==> src/rtl/cpu_defs_pkg.sv <==
// Shared CPU definitions: MEM-stage FSM encoding, datapath widths, ID-stage opcodes
// and the ID control bundle consumed by the MEM stage.
package cpu_defs;

  localparam int XLEN_DEF = 32;
  localparam int REG_W    = 5;

  localparam logic [6:0] OPC_LOAD   = 7'b0000011;
  localparam logic [6:0] OPC_STORE  = 7'b0100011;
  localparam logic [6:0] OPC_OP     = 7'b0110011;
  localparam logic [6:0] OPC_OP_IMM = 7'b0010011;

  typedef enum logic [1:0] {
    ST_IDLE = 2'd0,
    ST_WAIT = 2'd1,
    ST_WB   = 2'd2
  } state_e;

  typedef struct packed {
    logic mem_read;
    logic mem_write;
    logic mem_to_reg;
    logic reg_write;
  } ctrl_t;

endpackage

==> src/rtl/mem_timeout_ctr.sv <==
// Counts cycles spent waiting on dmem_ack; expired_o is high on the TIMEOUT-th cycle.
// Saturates at TIMEOUT-1 so a missed clear never wraps into a false non-expired state.
module mem_timeout_ctr #(
  parameter int TIMEOUT = 16
) (
  input  logic clk,
  input  logic rst_n,
  input  logic clear_i,
  input  logic enable_i,
  output logic expired_o
);

  localparam int CW = $clog2(TIMEOUT);

  logic [CW-1:0] cnt_q, cnt_d;

  assign expired_o = (cnt_q == CW'(TIMEOUT - 1));

  always_comb begin
    cnt_d = cnt_q;
    if (clear_i) begin
      cnt_d = '0;
    end else if (enable_i && !expired_o) begin
      cnt_d = cnt_q + CW'(1);
    end
  end

  always_ff @(posedge clk or negedge rst_n) begin
    if (!rst_n) begin
      cnt_q <= '0;
    end else begin
      cnt_q <= cnt_d;
    end
  end

endmodule

==> src/rtl/mem_access_unit.sv <==
// MEM stage: accepts one EX result, runs a dmem req/ack for loads/stores, emits one WB beat.
// ALU ops beat 2 cycles after accept, memory ops 1 cycle after ack; EX is stalled outside IDLE.
module mem_access_unit
  import cpu_defs::*;
#(
  parameter int XLEN    = XLEN_DEF,
  parameter int TIMEOUT = 16
) (
  input  logic             clk,
  input  logic             rst_n,
  input  logic             ex_valid,
  output logic             ex_ready,
  input  logic             mem_read,
  input  logic             mem_write,
  input  logic             mem_to_reg,
  input  logic             reg_write,
  input  logic [REG_W-1:0] rd,
  input  logic [XLEN-1:0]  alu_result,
  input  logic [XLEN-1:0]  store_data,
  output logic             dmem_req,
  output logic             dmem_we,
  output logic [XLEN-1:0]  dmem_addr,
  output logic [XLEN-1:0]  dmem_wdata,
  input  logic             dmem_ack,
  input  logic [XLEN-1:0]  dmem_rdata,
  output logic             wb_valid,
  output logic             wb_reg_write,
  output logic [REG_W-1:0] wb_rd,
  output logic [XLEN-1:0]  wb_data,
  output logic             stall,
  output logic             err
);

  state_e           state_q;
  ctrl_t            ctrl_q;
  logic [REG_W-1:0] rd_q;
  logic [XLEN-1:0]  alu_q;
  logic             dmem_req_q, dmem_we_q;
  logic [XLEN-1:0]  dmem_addr_q, dmem_wdata_q;
  logic             wb_valid_q, wb_reg_write_q, err_q;
  logic [REG_W-1:0] wb_rd_q;
  logic [XLEN-1:0]  wb_data_q;
  logic             tmo_expired;
  logic             xfer;

  assign ex_ready = (state_q == ST_IDLE);
  assign stall    = ~ex_ready;
  assign xfer     = ex_valid & ex_ready;

  assign dmem_req     = dmem_req_q;
  assign dmem_we      = dmem_we_q;
  assign dmem_addr    = dmem_addr_q;
  assign dmem_wdata   = dmem_wdata_q;
  assign wb_valid     = wb_valid_q;
  assign wb_reg_write = wb_reg_write_q;
  assign wb_rd        = wb_rd_q;
  assign wb_data      = wb_data_q;
  assign err          = err_q;

  mem_timeout_ctr #(.TIMEOUT(TIMEOUT)) u_tmo (
    .clk       (clk),
    .rst_n     (rst_n),
    .clear_i   (state_q != ST_WAIT),
    .enable_i  (state_q == ST_WAIT),
    .expired_o (tmo_expired)
  );

  always_ff @(posedge clk or negedge rst_n) begin
    if (!rst_n) begin
      state_q        <= ST_IDLE;
      ctrl_q         <= '0;
      rd_q           <= '0;
      alu_q          <= '0;
      dmem_req_q     <= 1'b0;
      dmem_we_q      <= 1'b0;
      dmem_addr_q    <= '0;
      dmem_wdata_q   <= '0;
      wb_valid_q     <= 1'b0;
      wb_reg_write_q <= 1'b0;
      wb_rd_q        <= '0;
      wb_data_q      <= '0;
      err_q          <= 1'b0;
    end else begin
      wb_valid_q <= 1'b0;
      err_q      <= 1'b0;
      case (state_q)
        ST_IDLE: begin
          if (xfer) begin
            ctrl_q <= {mem_read, mem_write, mem_to_reg, reg_write};
            rd_q   <= rd;
            alu_q  <= alu_result;
            if (mem_read || mem_write) begin
              dmem_req_q   <= 1'b1;
              dmem_we_q    <= mem_write;
              dmem_addr_q  <= alu_result;
              dmem_wdata_q <= store_data;
              state_q      <= ST_WAIT;
            end else begin
              wb_rd_q        <= rd;
              wb_data_q      <= alu_result;
              wb_reg_write_q <= reg_write & (rd != '0);
              state_q        <= ST_WB;
            end
          end
        end
        ST_WAIT: begin
          // An ack on the final counted cycle still completes the access normally.
          if (dmem_ack || tmo_expired) begin
            dmem_req_q     <= 1'b0;
            wb_valid_q     <= 1'b1;
            wb_rd_q        <= rd_q;
            wb_data_q      <= (dmem_ack && ctrl_q.mem_to_reg && ctrl_q.mem_read) ? dmem_rdata : alu_q;
            wb_reg_write_q <= dmem_ack & ctrl_q.reg_write & ~ctrl_q.mem_write & (rd_q != '0);
            err_q          <= ~dmem_ack | (ctrl_q.mem_read & ctrl_q.mem_write);
            state_q        <= ST_WB;
          end
        end
        ST_WB: begin
          // Memory results beat on entry to WB; ALU results use WB as a staging cycle and beat on exit.
          wb_valid_q <= ~wb_valid_q;
          state_q    <= ST_IDLE;
        end
        default: state_q <= ST_IDLE;
      endcase
    end
  end

endmodule

==> config.mk <==
export PLATFORM = sky130hd
export DESIGN_NAME = mem_access_unit
export DESIGN_NICKNAME = d
export VERILOG_FILES = /design/src/rtl/cpu_defs_pkg.sv /design/src/rtl/mem_timeout_ctr.sv /design/src/rtl/mem_access_unit.sv
export SDC_FILE = /design/constraint.sdc
export NUM_CORES = 1
export LEC_CHECK = 0
export CORE_UTILIZATION = 30
export CTS_CLUSTER_DIAMETER = 120
export DETAILED_ROUTE_END_ITERATION = 7
export SLEW_MARGIN = 30
export SYNTH_ARGS = -nofsm -noshare
export SYNTH_HDL_FRONTEND = slang
export SYNTH_HIERARCHICAL = 1
export SYNTH_SLANG_ARGS = --single-unit
==> constraint.sdc <==
create_clock -name clk -period 2.3 [get_ports clk]
set_input_delay 0.23 -clock clk [delete_from_list [all_inputs] [get_ports clk]]
set_output_delay 0.23 -clock clk [all_outputs]
set_load 0.02 [all_outputs]
# Word level (Yosys, flattened, before mapping)
# Cells that the tools add are included.
word_totals:
  regBits: 153
  inputBits: 109
  output_inout_bits: 108
  elab_cells: 80
classes:
  addsub: 1
  eq_ne: 8
  n_mux: 27
  bitwise: 11
  reduce_logical: 16
ops:
  columns: ["cell", "count"]
  rows:
  - ["$mux 32", 4]
  - ["$pmux 32 s2", 1]
  - ["$mux 5", 3]
  - ["$pmux 5 s2", 1]
  - ["$reduce_bool 5->1", 2]
  - ["$mux 1", 9]
  - ["$mux 4", 2]
  - ["$reduce_and 4->1", 2]
  - ["$and 1x1->1", 6]
  - ["$mux 2", 3]
  - ["$ne 2x1->1 const B", 3]
  - ["$pmux 1 s2", 3]
  - ["$add 4x1->4 const B", 1]
  - ["$eq 4x4->1 const B", 1]
  - ["$ne 2x2->1 const B", 2]
  - ["$not 1->1", 4]
  - ["$pmux 2 s2", 1]
  - ["$reduce_and 2->1", 2]
  - ["$reduce_bool 2->1", 2]
  - ["$logic_and 1x1->1", 3]
  - ["$reduce_and 3->1", 1]
  - ["$eq 2x1->1 const B", 1]
  - ["$eq 2x2->1 const B", 1]
  - ["$logic_not 2->1", 1]
  - ["3 further kinds", 4]

# Longest topological paths before layout
logic_depth:
  depth_word: 5
  mapped_depth: 8
  depth_no_buf: 6

# By module
# Netlist, hierarchy kept.
modules_own_cells:
  columns: ["module", "instances", "cells_each", "area_per_inst_um2", "seq_area_each_um2"]
  rows:
  - ["mem_access_unit", 1, 508, 6309.8, 3728.6]
  - ["mem_timeout_ctr", 1, 20, 229.0, 100.1]

# Worst setup path before layout
# OpenSTA, ideal clock, no wires.
synth_timing:
  kind: "register to register"
  from: "reg state_q[0]"
  to: "reg wb_data_q[10] (netlist: wb_data[10])"
  setup_ns: 0.118
  arrival_ns: 1.829
  required_time_ns: 2.182
  slack_ns: 0.353
  stages_incl_launch_ff: 8
  path_buffers: 2
  synth_period_minus_slack_ns: 1.947
  cell_sequence: "dfrtp_1 > inv_1 > ha_1 > or3b_1 > a221o_1 > buf_2 > buf_2 > a21o_1"
synth_between:
  elab_chain_cells: 4
  word_cells_on_any_way: 9
  classes_between: "4 x eq/ne; 1 x mux; 1 x bitwise; 3 x reduce/logical"
synth_lines:
  columns: ["element", "line", "rtl"]
  rows:
  - ["from (decl)", "mem_access_unit.sv:34", "state_e state_q;"]
  - ["from (signal assigned)", "mem_access_unit.sv:70", "state_q <= ST_IDLE;"]
  - ["from (signal assigned)", "mem_access_unit.sv:97", "state_q <= ST_WAIT;"]
  - ["from (signal assigned)", "mem_access_unit.sv:102", "state_q <= ST_WB;"]
  - ["$logic_not 2->1", "mem_access_unit.sv:46, mem_access_unit.sv:86", null]
  - ["$and 1x1->1", "mem_access_unit.sv:48", "assign xfer = ex_valid & ex_ready;"]
  - ["$ne 2x1->1 (no source line)", null, null]
  - ["$reduce_and 4->1 (no source line)", null, null]
  - ["to (signal assigned)", "mem_access_unit.sv:100", "wb_data_q <= alu_result;"]
  - ["to (signal assigned)", "mem_access_unit.sv:112", "wb_data_q <= (dmem_ack && ctrl_q.mem_to_reg && ctrl_q.mem_read) ? dmem_rdata : alu_q;"]
  - ["to (decl)", "mem_access_unit.sv:42", "logic [XLEN-1:0] wb_data_q;"]
# Several ways; a longest one is shown, not always the timed one.
# A chain may end at the register's enable or synchronous reset.

# Final worst setup path
layout_timing:
  from: "reg state_q[0]"
  to: "reg wb_data_q[25] (netlist: wb_data[25])"
# The elaborated chain is that of the path after synthesis.

==> impl_metrics.env <==
export IMPL_outcome="finished, final reports clean"
export IMPL_drive_gt1_share_pct=21.8
export IMPL_fillerInstances=1913
export IMPL_antennaDiodeCount=0
export IMPL_drtIter0Drc=148
export IMPL_period_minus_slack_ns=2.19
export IMPL_vias=5015
export IMPL_cts_tree="yes"
export IMPL_viasPerCell=4.85
export IMPL_syn_inst=528
export IMPL_root_buffer="clkbuf_16"
export IMPL_die_area_um2=22400
export IMPL_cts_sinks=153
export IMPL_die_w_um=150
export IMPL_grt_pass1_vias=5343
export IMPL_synth_area_um2=6540
export IMPL_critical_path_required_ns=2.66
export IMPL_grt_max_degree=74
export IMPL_finalHoldViolations=0
export IMPL_dpl_hpwl_mm=12.3
export IMPL_overflow=0
export IMPL_ys_ff_latch=153
export IMPL_power_density_nw_per_um2=1460
export IMPL_drt_pass1_iterations=4
export IMPL_syn2layout_area_growth_pct=49.2
export IMPL_min_path_type="in -> async"
export IMPL_post_cts_setup_buffers=0
export IMPL_max_freq_ghz=0.457
export IMPL_row_count=53
export IMPL_drc_errors=0
export IMPL_synthesis_nets=642
export IMPL_post_route_period_util_pct=95.2
export IMPL_finalNonFillerCells=1035
export IMPL_clk_latency_ns=0.42
export IMPL_cp_max_fo=28
export IMPL_start_util_pct=30.8
export IMPL_timing_rr_start="state_q[0]"
export IMPL_nets=861
export IMPL_final_setup_tns_ns=0
export IMPL_cts_buffers_inserted=17
export IMPL_syn_area_per_cell_um2=12.4
export IMPL_endpoint_kind="register"
export IMPL_synth_distinct_cells=35
export IMPL_antenna_found_initial=0
export IMPL_wl_per_cell_um=17.0
export IMPL_place_gp_congestion=0.769
export IMPL_startpoint_type="register"
export IMPL_skew_ns=0.00599
export IMPL_tightest_slew_ns=0.541
export IMPL_rsz0062_at_grt="false"
export IMPL_ys_seq_area_share_pct=58.6
export IMPL_ios=217
export IMPL_cp_arrival_ns=2.55
export IMPL_yosysWarnings=6
export IMPL_place_inst=1002
export IMPL_grt_total_usage_pct=16.4
export IMPL_slew_viol_final=0
export IMPL_ant_nets=0
export IMPL_maxCapViolCount=0
export IMPL_coreArea_um2=21200
export IMPL_clk_pin_slew_ns=0.06
export IMPL_vdd_drop_max_v=0.000597
export IMPL_cts_max_level=4
export IMPL_clock_path_buffers=2
export IMPL_total_power_mw=14.3
export IMPL_leakage_nw=4.22
export IMPL_critPathLaunch="state_q[0]"
export IMPL_port_buffers=216
export IMPL_setup_viol=0
export IMPL_grt_pass1_wl_mm=28.0
export IMPL_path_class="reg -> reg"
export IMPL_slew_headroom_pct=63.9
export IMPL_die_h_um=150
export IMPL_wl_mm=17.6
flip-flops by register name, indices dropped and copies added (netlist names):
| register | flops |
|---|---|
| alu_q | 32 |
| ctrl_q | 4 |
| dmem_addr | 32 |
| dmem_req | 1 |
| dmem_wdata | 32 |
| dmem_we | 1 |
| err | 1 |
| rd_q | 5 |
| state_q | 2 |
| u_tmo/cnt_q | 4 |
| wb_data | 32 |
| wb_rd | 5 |
| wb_reg_write | 1 |
| wb_valid | 1 |
worst max-delay path: stages (launching register included):
cell	delay, ns
dfrtp_1	0.41
inv_1	0.14
ha_2	0.24
or3b_1	0.35
a221o_2	0.38
buf_4	0.23
a311oi_1	0.26
a21o_1	0.12
power breakdown:
group / total (mW) / internal [mW] / switching, mW / leakage (nW)
clock network: 2.93 / 1.80 / 1.13 / 0.303
logic: 6.59 / 3.39 / 3.19 / 2.09
registers: 4.75 / 4.03 / 0.717 / 1.83
metrics by stage:
| stage | hold WS, ns | util, % | setup WS, ns | instance area [µm²] |
|---|---|---|---|---|
| global placement | 0.210 | 42.9 | 0.213 | 9110 |
| CTS | 0.350 | 45.9 | 0.0851 | 9730 |
| detailed placement | 0.221 | 42.9 | 0.104 | 9110 |
| finish | 0.326 | 46.0 | 0.111 | 9750 |
| global route | 0.363 | 46.0 | 0.0142 | 9750 |
| floorplan | -0.0656 | - | 0.353 | 6540 |
logic make-up after synthesis:
logic type,share of synthesized area [%]
adders and majority gates,0.957
muxes,19.2
and+or+nand+nor,8.78
AOI/OAI and AO/OA,10.1
buffers and inverters,2.41
DFF,58.6
synthesized netlist by cell type:
master | n | area [µm²]
nand2b_1 | 5 | 31.3
ha_1 | 5 | 62.6
o21ai_0 | 5 | 25.0
inv_1 | 4 | 15.0
nand4_1 | 1 | 6.26
and2_1 | 1 | 6.26
a22o_1 | 1 | 8.76
and3_1 | 1 | 6.26
or3b_1 | 1 | 8.76
nand2_1 | 75 | 282
o21ai_1 | 6 | 30.0
buf_1 | 4 | 15.0
mux2i_1 | 7 | 70.1
nand3_1 | 2 | 10.0
nor2b_4 | 1 | 13.8
a221o_1 | 1 | 10.0
or2_0 | 1 | 6.26
o21ba_2 | 1 | 10.0
mux2_2 | 104 | 1170
a311oi_1 | 32 | 280
a31oi_1 | 1 | 6.26
nor2b_1 | 2 | 12.5
buf_2 | 15 | 75.1
and3_4 | 1 | 11.3
a21oi_1 | 5 | 25.0
clkbuf_1 | 14 | 52.6
nor2_1 | 36 | 135
nand4b_1 | 1 | 8.76
nor3_1 | 5 | 25.0
a21o_1 | 33 | 248
o21ai_2 | 1 | 8.76
mux2_4 | 1 | 15.0
dfrtp_1 | 153 | 3830
a21boi_0 | 1 | 7.51
and4b_2 | 1 | 11.3
cell type report:
type	count	area (µm²)	share of cell area (%)
clock inverter	14	180	1.85
clock buffer	18	429	4.40
timing repair buffer	233	2360	24.2
inverter	4	15.0	0.154
tap	275	344	3.53
sequential	153	3830	39.3
multi-input combinational	338	2600	26.7
placed cells by master (no fill, tap or decap), types with 3 or more instances in the layout:
cell type / n
nand2b_1: 5
nand2_1: 75
clkdlybuf4s50_1: 215
buf_12: 5
a21oi_1: 5
mux2_2: 104
ha_1: 3
o21ai_0: 5
dfrtp_1: 153
a311oi_1: 29
a21o_1: 33
bufinv_16: 4
inv_1: 4
buf_4: 11
clkinv_2: 7
clkbuf_16: 17
mux2i_1: 7
a311oi_2: 3
o21ai_1: 6
nor2_1: 36
nor3_1: 5
timing repair:
item	in CTS	in global routing
endpoints found under the setup margin	0	4
hold buffers	1	0
hold endpoints to repair	50	0
resized for setup	0	4
routing by layer:
| metal | GRT usage, % | vias to the layer above | wire length, µm |
|---|---|---|---|
| met5 | 0 | - | 0 |
| li1 | - | 2301 | - |
| met4 | 5.71 | 0 | 296 |
| met2 | 27.9 | 155 | 8720 |
| met1 | 19.7 | 2535 | 7540 |
| met3 | 4.85 | 24 | 1060 |
worst paths after layout:
path,endpoint,slack [ns],depth (start not counted)
setup reg to reg,wb_data[25],0.11,7
hold reg to reg,wb_data[10],0.47,1
max in group asynchronous,rd_q[4],1.18,3
setup / recovery,wb_data[25],0.11,7
hold / removal,wb_rd[3],0.33,2
min in group clk,dmem_wdata[8],0.42,2
(Power assumes the default switching activity.)
